## config.mk

```make
export PLATFORM = sky130hd
export DESIGN_NAME = pixel_writer
export DESIGN_NICKNAME = d
export VERILOG_FILES = /design/src/rtl/pixel_writer.sv
export SDC_FILE = /design/constraint.sdc
export NUM_CORES = 1
export LEC_CHECK = 0
export CAP_MARGIN = 20
export CORE_UTILIZATION = 51
export CTS_CLUSTER_SIZE = 16
export DETAILED_ROUTE_END_ITERATION = 6
export GPL_ROUTABILITY_DRIVEN = 0
export PLACE_DENSITY = 0.79
export SLEW_MARGIN = 20
export SYNTH_ARGS = -nofsm -noshare
export SYNTH_HDL_FRONTEND = slang
export SYNTH_SLANG_ARGS = --single-unit
```

## constraint.sdc

```tcl
create_clock -name clk -period 2.82 [get_ports clk]
set_input_delay 0.564 -clock clk [delete_from_list [all_inputs] [get_ports clk]]
set_output_delay 0.564 -clock clk [all_outputs]
set_load 0.005 [all_outputs]
```

## src/rtl/pixel_writer.sv

```systemverilog
// Pixel sink: clips (x,y,color) writes, forms y*H_RES+x, and queues them for the framebuffer port.
// Optional duplicate-pixel filter is enabled by defining PIXEL_WRITER_DUP_FILTER_EN.
module pixel_writer #(
    parameter int H_RES  = 640,
    parameter int V_RES  = 480,
    parameter int ADDR_W = 19,
    parameter int DEPTH  = 4
) (
    input  logic              clk,
    input  logic              rst_,
    input  logic [9:0]        px_x,
    input  logic [9:0]        px_y,
    input  logic [11:0]       px_color,
    input  logic              px_rts,
    output logic              px_rtr,
    output logic [ADDR_W-1:0] fb_addr,
    output logic [11:0]       fb_wdata,
    output logic              fb_rts,
    input  logic              fb_rtr,
    output logic              idle,
    output logic [15:0]       clip_cnt,
    output logic [15:0]       wr_cnt
);
    localparam int PW = $clog2(DEPTH);
    localparam int EW = ADDR_W + 12;
    localparam logic [31:0] H_LIM = H_RES;
    localparam logic [31:0] V_LIM = V_RES;

    logic              s1_valid_q, s1_valid_d;
    logic [9:0]        s1_x_q, s1_x_d;
    logic [9:0]        s1_y_q, s1_y_d;
    logic [11:0]       s1_color_q, s1_color_d;
    logic [EW-1:0]     mem_q [DEPTH];
    logic [EW-1:0]     mem_d [DEPTH];
    logic [PW:0]       wptr_q, wptr_d;
    logic [PW:0]       rptr_q, rptr_d;
    logic [15:0]       clip_cnt_q, clip_cnt_d;
    logic [15:0]       wr_cnt_q, wr_cnt_d;

    logic [PW:0]       fifo_count_s;
    logic [PW+1:0]     occ_s;
    logic              empty_s;
    logic              accept_s;
    logic              clip_s;
    logic              dup_s;
    logic              push_s;
    logic              pop_s;
    logic [ADDR_W-1:0] s1_addr_s;
    logic [EW-1:0]     s1_entry_s;

    // Occupancy counts the stage-1 pixel too, so stage 1 can always advance without a stall path.
    assign fifo_count_s = wptr_q - rptr_q;
    assign empty_s      = (wptr_q == rptr_q);
    assign occ_s        = {1'b0, fifo_count_s} + {{(PW + 1){1'b0}}, s1_valid_q};
    assign px_rtr       = (occ_s < (PW + 2)'(DEPTH));
    assign accept_s     = px_rts & px_rtr;

    assign clip_s     = ({22'd0, s1_x_q} >= H_LIM) | ({22'd0, s1_y_q} >= V_LIM);
    assign s1_addr_s  = ADDR_W'(s1_y_q) * ADDR_W'(H_RES) + ADDR_W'(s1_x_q);
    assign s1_entry_s = {s1_addr_s, s1_color_q};
    assign push_s     = s1_valid_q & ~clip_s & ~dup_s;

    assign fb_rts              = ~empty_s;
    assign pop_s               = fb_rts & fb_rtr;
    assign {fb_addr, fb_wdata} = mem_q[rptr_q[PW-1:0]];
    assign idle                = ~s1_valid_q & empty_s;
    assign clip_cnt            = clip_cnt_q;
    assign wr_cnt              = wr_cnt_q;

`ifdef PIXEL_WRITER_DUP_FILTER_EN
    logic          last_valid_q, last_valid_d;
    logic [EW-1:0] last_q, last_d;

    assign dup_s = last_valid_q & (last_q == s1_entry_s);

    // Remember the most recently pushed {addr,color} for duplicate suppression.
    always_comb begin
        last_valid_d = last_valid_q;
        last_d       = last_q;
        if (push_s) begin
            last_valid_d = 1'b1;
            last_d       = s1_entry_s;
        end else begin
            last_valid_d = last_valid_q;
            last_d       = last_q;
        end
    end

    // Duplicate-record registers.
    always_ff @(posedge clk) begin
        if (!rst_) begin
            last_valid_q <= 1'b0;
            last_q       <= {EW{1'b0}};
        end else begin
            last_valid_q <= last_valid_d;
            last_q       <= last_d;
        end
    end
`else
    assign dup_s = 1'b0;
`endif

    // Next-state for stage 1, FIFO and counters.
    always_comb begin
        s1_valid_d = accept_s;
        s1_x_d     = s1_x_q;
        s1_y_d     = s1_y_q;
        s1_color_d = s1_color_q;
        mem_d      = mem_q;
        wptr_d     = wptr_q + {{PW{1'b0}}, push_s};
        rptr_d     = rptr_q + {{PW{1'b0}}, pop_s};
        clip_cnt_d = clip_cnt_q;
        wr_cnt_d   = wr_cnt_q;

        if (accept_s) begin
            s1_x_d     = px_x;
            s1_y_d     = px_y;
            s1_color_d = px_color;
        end else begin
            s1_x_d     = s1_x_q;
            s1_y_d     = s1_y_q;
            s1_color_d = s1_color_q;
        end

        if (push_s) begin
            mem_d[wptr_q[PW-1:0]] = s1_entry_s;
        end else begin
            mem_d = mem_q;
        end

        if (s1_valid_q && clip_s && (clip_cnt_q != 16'hFFFF)) begin
            clip_cnt_d = clip_cnt_q + 16'd1;
        end else begin
            clip_cnt_d = clip_cnt_q;
        end

        if (pop_s) begin
            wr_cnt_d = wr_cnt_q + 16'd1;
        end else begin
            wr_cnt_d = wr_cnt_q;
        end
    end

    // State registers; reset also clears FIFO contents so fb_addr/fb_wdata read zero.
    always_ff @(posedge clk) begin
        if (!rst_) begin
            s1_valid_q <= 1'b0;
            s1_x_q     <= 10'd0;
            s1_y_q     <= 10'd0;
            s1_color_q <= 12'd0;
            for (int i = 0; i < DEPTH; i++) begin
                mem_q[i] <= {EW{1'b0}};
            end
            wptr_q     <= {(PW + 1){1'b0}};
            rptr_q     <= {(PW + 1){1'b0}};
            clip_cnt_q <= 16'd0;
            wr_cnt_q   <= 16'd0;
        end else begin
            s1_valid_q <= s1_valid_d;
            s1_x_q     <= s1_x_d;
            s1_y_q     <= s1_y_d;
            s1_color_q <= s1_color_d;
            mem_q      <= mem_d;
            wptr_q     <= wptr_d;
            rptr_q     <= rptr_d;
            clip_cnt_q <= clip_cnt_d;
            wr_cnt_q   <= wr_cnt_d;
        end
    end
endmodule
```

# [Word-level counts from Yosys, hierarchy flattened]
# Cells that the tools add are included.
[word_totals] mem_count=0 output_inout_bits=66 elab_cells=47 reg_bits=195 latch_bits=0 input_bits=36 ram_bits=0 rom_bits=0
[op_classes] bitwise=10 mul=1 add_sub_neg=7 shift=0 eq_ne=2 muxes=6 n_reduce_logical=3 order_cmp=6 div=0
[op_table] op="bitwise mux 124 bit" count=1
[op_table] op="2-to-1 mux 31 bit" count=3
[op_table] op="binary-select mux 31 bit (select 2 bit)" count=1
[op_table] op="demux 31 bit (select 2 bit)" count=1
[op_table] op="adder 16 x 1 -> 16 bit (second input constant)" count=2
[op_table] op="adder 19 x 10 -> 19 bit" count=1
[op_table] op="!= test 16 bit (second input constant)" count=1
[op_table] op="multiplier 10 x 3 -> 12 bit (second input constant)" count=1
[op_table] op=">= comparator 10 bit (second input constant)" count=1
[op_table] op=">= comparator 10 x 9 -> 1 bit (second input constant)" count=1
[op_table] op="adder 3 x 1 -> 3 bit" count=2
[op_table] op=">= comparator 3 bit (second input constant)" count=2
[op_table] op="inverter 2 -> 3 bit" count=2
[op_table] op="adder 3 x 1 -> 4 bit" count=1
[op_table] op="AND 1 bit" count=4
[op_table] op="< comparator 4 x 3 -> 1 bit (second input constant)" count=1
[op_table] op="== test 3 bit" count=1
[op_table] op="logical AND 1 bit" count=3
[op_table] op="< comparator 3 x 1 -> 1 bit (second input constant)" count=1
[op_table] op="inverter 1 bit" count=3
[op_table] op="subtractor 3 bit" count=1
[op_table] op="bitwise OR 1 bit" count=1

# [Depth between registers and ports, before layout]
[logic_depth] depth_word=6 ltp_mapped=11 ltp_nobuf=9

# [Worst setup path before layout]
# No wires, ideal clock.
[synth_path] path_type="register to register" start="reg s1_y_q[1]" end="reg mem_q[123] (netlist bit)" path_stages_with_launch=10 arrival_time_ps=2663 t_required_ps=2692 path_slack_ps=30 synth_period_minus_slack_ps=2790 path_buffers=0 setup_ps=128 cell_sequence="dfxtp_1 ha_1 ha_1 fa_1 a211oi_2 nor2_1 or4b_4 and3_2 nor4_1 a211oi_1"
[synth_between] elab_chain_len=4 word_cells_on_any_way=7 cone_classes="add/sub: 1; mul: 1; order compare: 1; mux: 1; bitwise: 3"
[synth_lines] element="start, declared" line_no="31" text="logic [9:0] s1_y_q, s1_y_d;"
[synth_lines] element="start signal, assigned" line_no="161" text="s1_y_q <= s1_y_d;"
[synth_lines] element="branches (longest 4 deep; another with adder 19 x 10 -> 19 bit)"
[synth_lines] element="end signal, assigned by index" line_no="152" text="mem_q[i] <= {EW{1'b0}};"
[synth_lines] element="end signal, assigned" line_no="163" text="mem_q <= mem_d;"
[synth_lines] element="end, declared" line_no="33" text="logic [EW-1:0] mem_q [DEPTH];"
# Several ways; the timed one is not identified.
# A chain may end at the register's enable or synchronous reset.

# [Final worst setup path]
[layout_path] start="reg s1_y_q[3]" end="reg mem_q[123] (netlist bit)"
# The elaborated chain is that of the path after synthesis.

==> flow_summary.toml <==
[power]
power-per-cell-area_nw_per_um2 = 630
power.leakage_nw = 3.81
ir_worst_vdd_v = 0.000524
power_mw = 6.82

[setup_path]
endpoint_kind = "flip-flop"
path_max_fanout = 4
crit_arrival_ns = 3.15
worstSetupStartpointType = "flip-flop"
critPathKind = "flip-flop to flip-flop"
cp.required_ns = 3.13

[outcome]
status = "complete, but fails checks"
violations = "negative setup slack"

[global_route]
antenna_found_initial = 0
overflow = 0
grt_usage_pct = 23.8
first_global_vias = 6934
grt_pass1_wl_um = 33700
grt_max_degree = 58

[drt]
post-route-drc-count = 0
routed_via_density = 5.59
vias = 7311
drt_pre_antenna_iters = 6
wl_per_cell_um = 15.9
drt-total-wl_um = 20800
ant_nets = 0
drt_iter0_markers = 490

[die]
io_pins = 102
die_w_um = 133
start_util_pct = 52.4
fp.coreArea_um2 = 16600
rows = 47
die_area_um2 = 17600
die_y_um = 133

[logic_synthesis]
syn_area_um2 = 8690
yosysSeqAreaShare_pct = 44.9
synthDistinctLibCells = 57
ys_ff_latch = 195
synth.area.top_cells = "dfxtp_1 (45%), nand2_1 (11%), a21oi_1 (8.4%)"
synth_edf_count = 0
async_flop_share_pct = 0
ys.flop_type = "dfxtp_1"
yosys_warnings = 0
synth_nets = 1047
syn-mean-instance-area_um2 = 8.86
syn-instance-count = 981
yosys.area.top_type = "dfxtp_1"
synth_top_area_share_pct = 44.9

[final_layout]
final_cell_mix = "nand2_1 (263), dfxtp_1 (191), a21oi_1 (142)"
final_common_cell = "nand2_1"
nNetsFinal = 1140
area_growth_pct = 24.7
design_area_um2 = 10800
n_antenna_cell = 0
final.fill_count = 1352
drive_above_1_share_pct = 13.9

[cts]
ctsHoldBuffers = 0
cts-root-buf = "clkbuf_16"
cts_tree = "done"
cts_sinks = 195
cts_buffers = 17
insertion_delay_ns = 0.44
clk_pin_slew_ns = 0.07
cts.htree.levels = 4
max-clock-path-buffers = 2

[sta]
fin_crit_ns = 2.83
setup_ws_ns = -0.0122
grt_setup_unrepaired = "true"
tns_ns = -0.0320
drv_slew = 0
finalClockSkew_ns = 0.0101
finalSetupViolCount = 3
fin_hold_ws_ns = 0.455
layout_worst_path_cycle_share_pct = 100
fmax_mhz = 353
relSlewSlack_pct = 57.6
hold_viol = 0
worst_slew_pin_slew_ns = 0.629

[flow_run]
max_cap_violations = 0

[place]
dp_hpwl_um = 13100
dpl_cell_area_um2 = 9970
dpl_worst_slack_ns = -0.0893
port_buffers = 101

[min_path]
hold_path.class = "flip-flop to flip-flop"
cell families after synthesis:
family                     synth area share, %
DFF                                       44.9
buffers and inverters                     4.06
adders and majority gates                 4.58
muxes                                     8.26
xor gates and xnor gates                  4.23
and+or+nand+nor                           19.6
AOI/OAI and AO/OA                         14.3
critical path, stage by stage (launching register included):
cell	delay, ns
dfxtp_2	0.34
ha_4	0.24
ha_4	0.16
fa_2	0.41
a211oi_4	0.31
nor2_4	0.07
or4b_4	0.59
and3_4	0.22
nor4_4	0.31
a211oi_2	0.06
flip-flops by register name (all words and copies together), names as in the netlist, 3 cells and up:
signal	count
rptr_q	3
wptr_q	3
s1_y_q	10
s1_color_q	12
s1_x_q	10
wr_cnt	16
clip_cnt	16
mem_q	124
final timing paths:
check        slack, ns  depth (start not counted)    endpoint      start
min reg2reg       0.45                          2   mem_q[97]  mem_q[97]
max reg2reg      -0.01                          9  mem_q[123]  s1_y_q[3]
max              -0.01                          9  mem_q[123]  s1_y_q[3]
min               0.45                          2   mem_q[97]  mem_q[97]
layout make-up:
type                    count  area (µm²)  share of cell area, %
multi-input cells         711        4650                   42.9
flip-flops and latches    195        3910                   36.1
repair buffers            137        1330                   12.3
clock buffers              19         443                   4.09
well taps                 220         275                   2.54
clock inverters            13         175                   1.62
inverters                  12        47.5                  0.439
what timing repair did:
item | CTS | global route
setup buffers | 0 | 5
resized for setup | 5 | 34
endpoints found under the hold margin | 0 | 0
setup endpoints to repair | 11 | 16
pin swaps | 1 | 22
stage by stage:
stage,cells,util [%]
floorplan,981,-
global placement,1270,60.1
detailed placement,1270,60.1
CTS,1302,63.9
global route,1307,65.3
finish,1307,65.3
power by group:
group / internal [mW] / switching (mW) / total (mW)
registers: 2.87 / 0.108 / 2.98
clock network: 1.44 / 1.08 / 2.51
logic: 0.594 / 0.733 / 1.33
per-layer routing:
| metal | vias up | GRT usage (%) | part of all wire (%) |
|---|---|---|---|
| met3 | 36 | 5.40 | 7.6 |
| met2 | 240 | 39.7 | 48 |
| met5 | - | 0 | 0 |
| met4 | 0 | 8.43 | 1.7 |
| li1 | 3567 | - | - |
| met1 | 3468 | 30.2 | 43 |
Yosys cell counts, types with 13 or more instances:
library cell and instances:
xor2_1 26, nor2_1 59, a211oi_1 21, buf_2 13, nand3_1 17, nand2_1 263
xnor2_1 16, o21ai_0 18, clkbuf_1 41, ha_1 27, mux4_2 31, a21oi_1 145
dfxtp_1 195
Power figures use the tool's default switching activity.
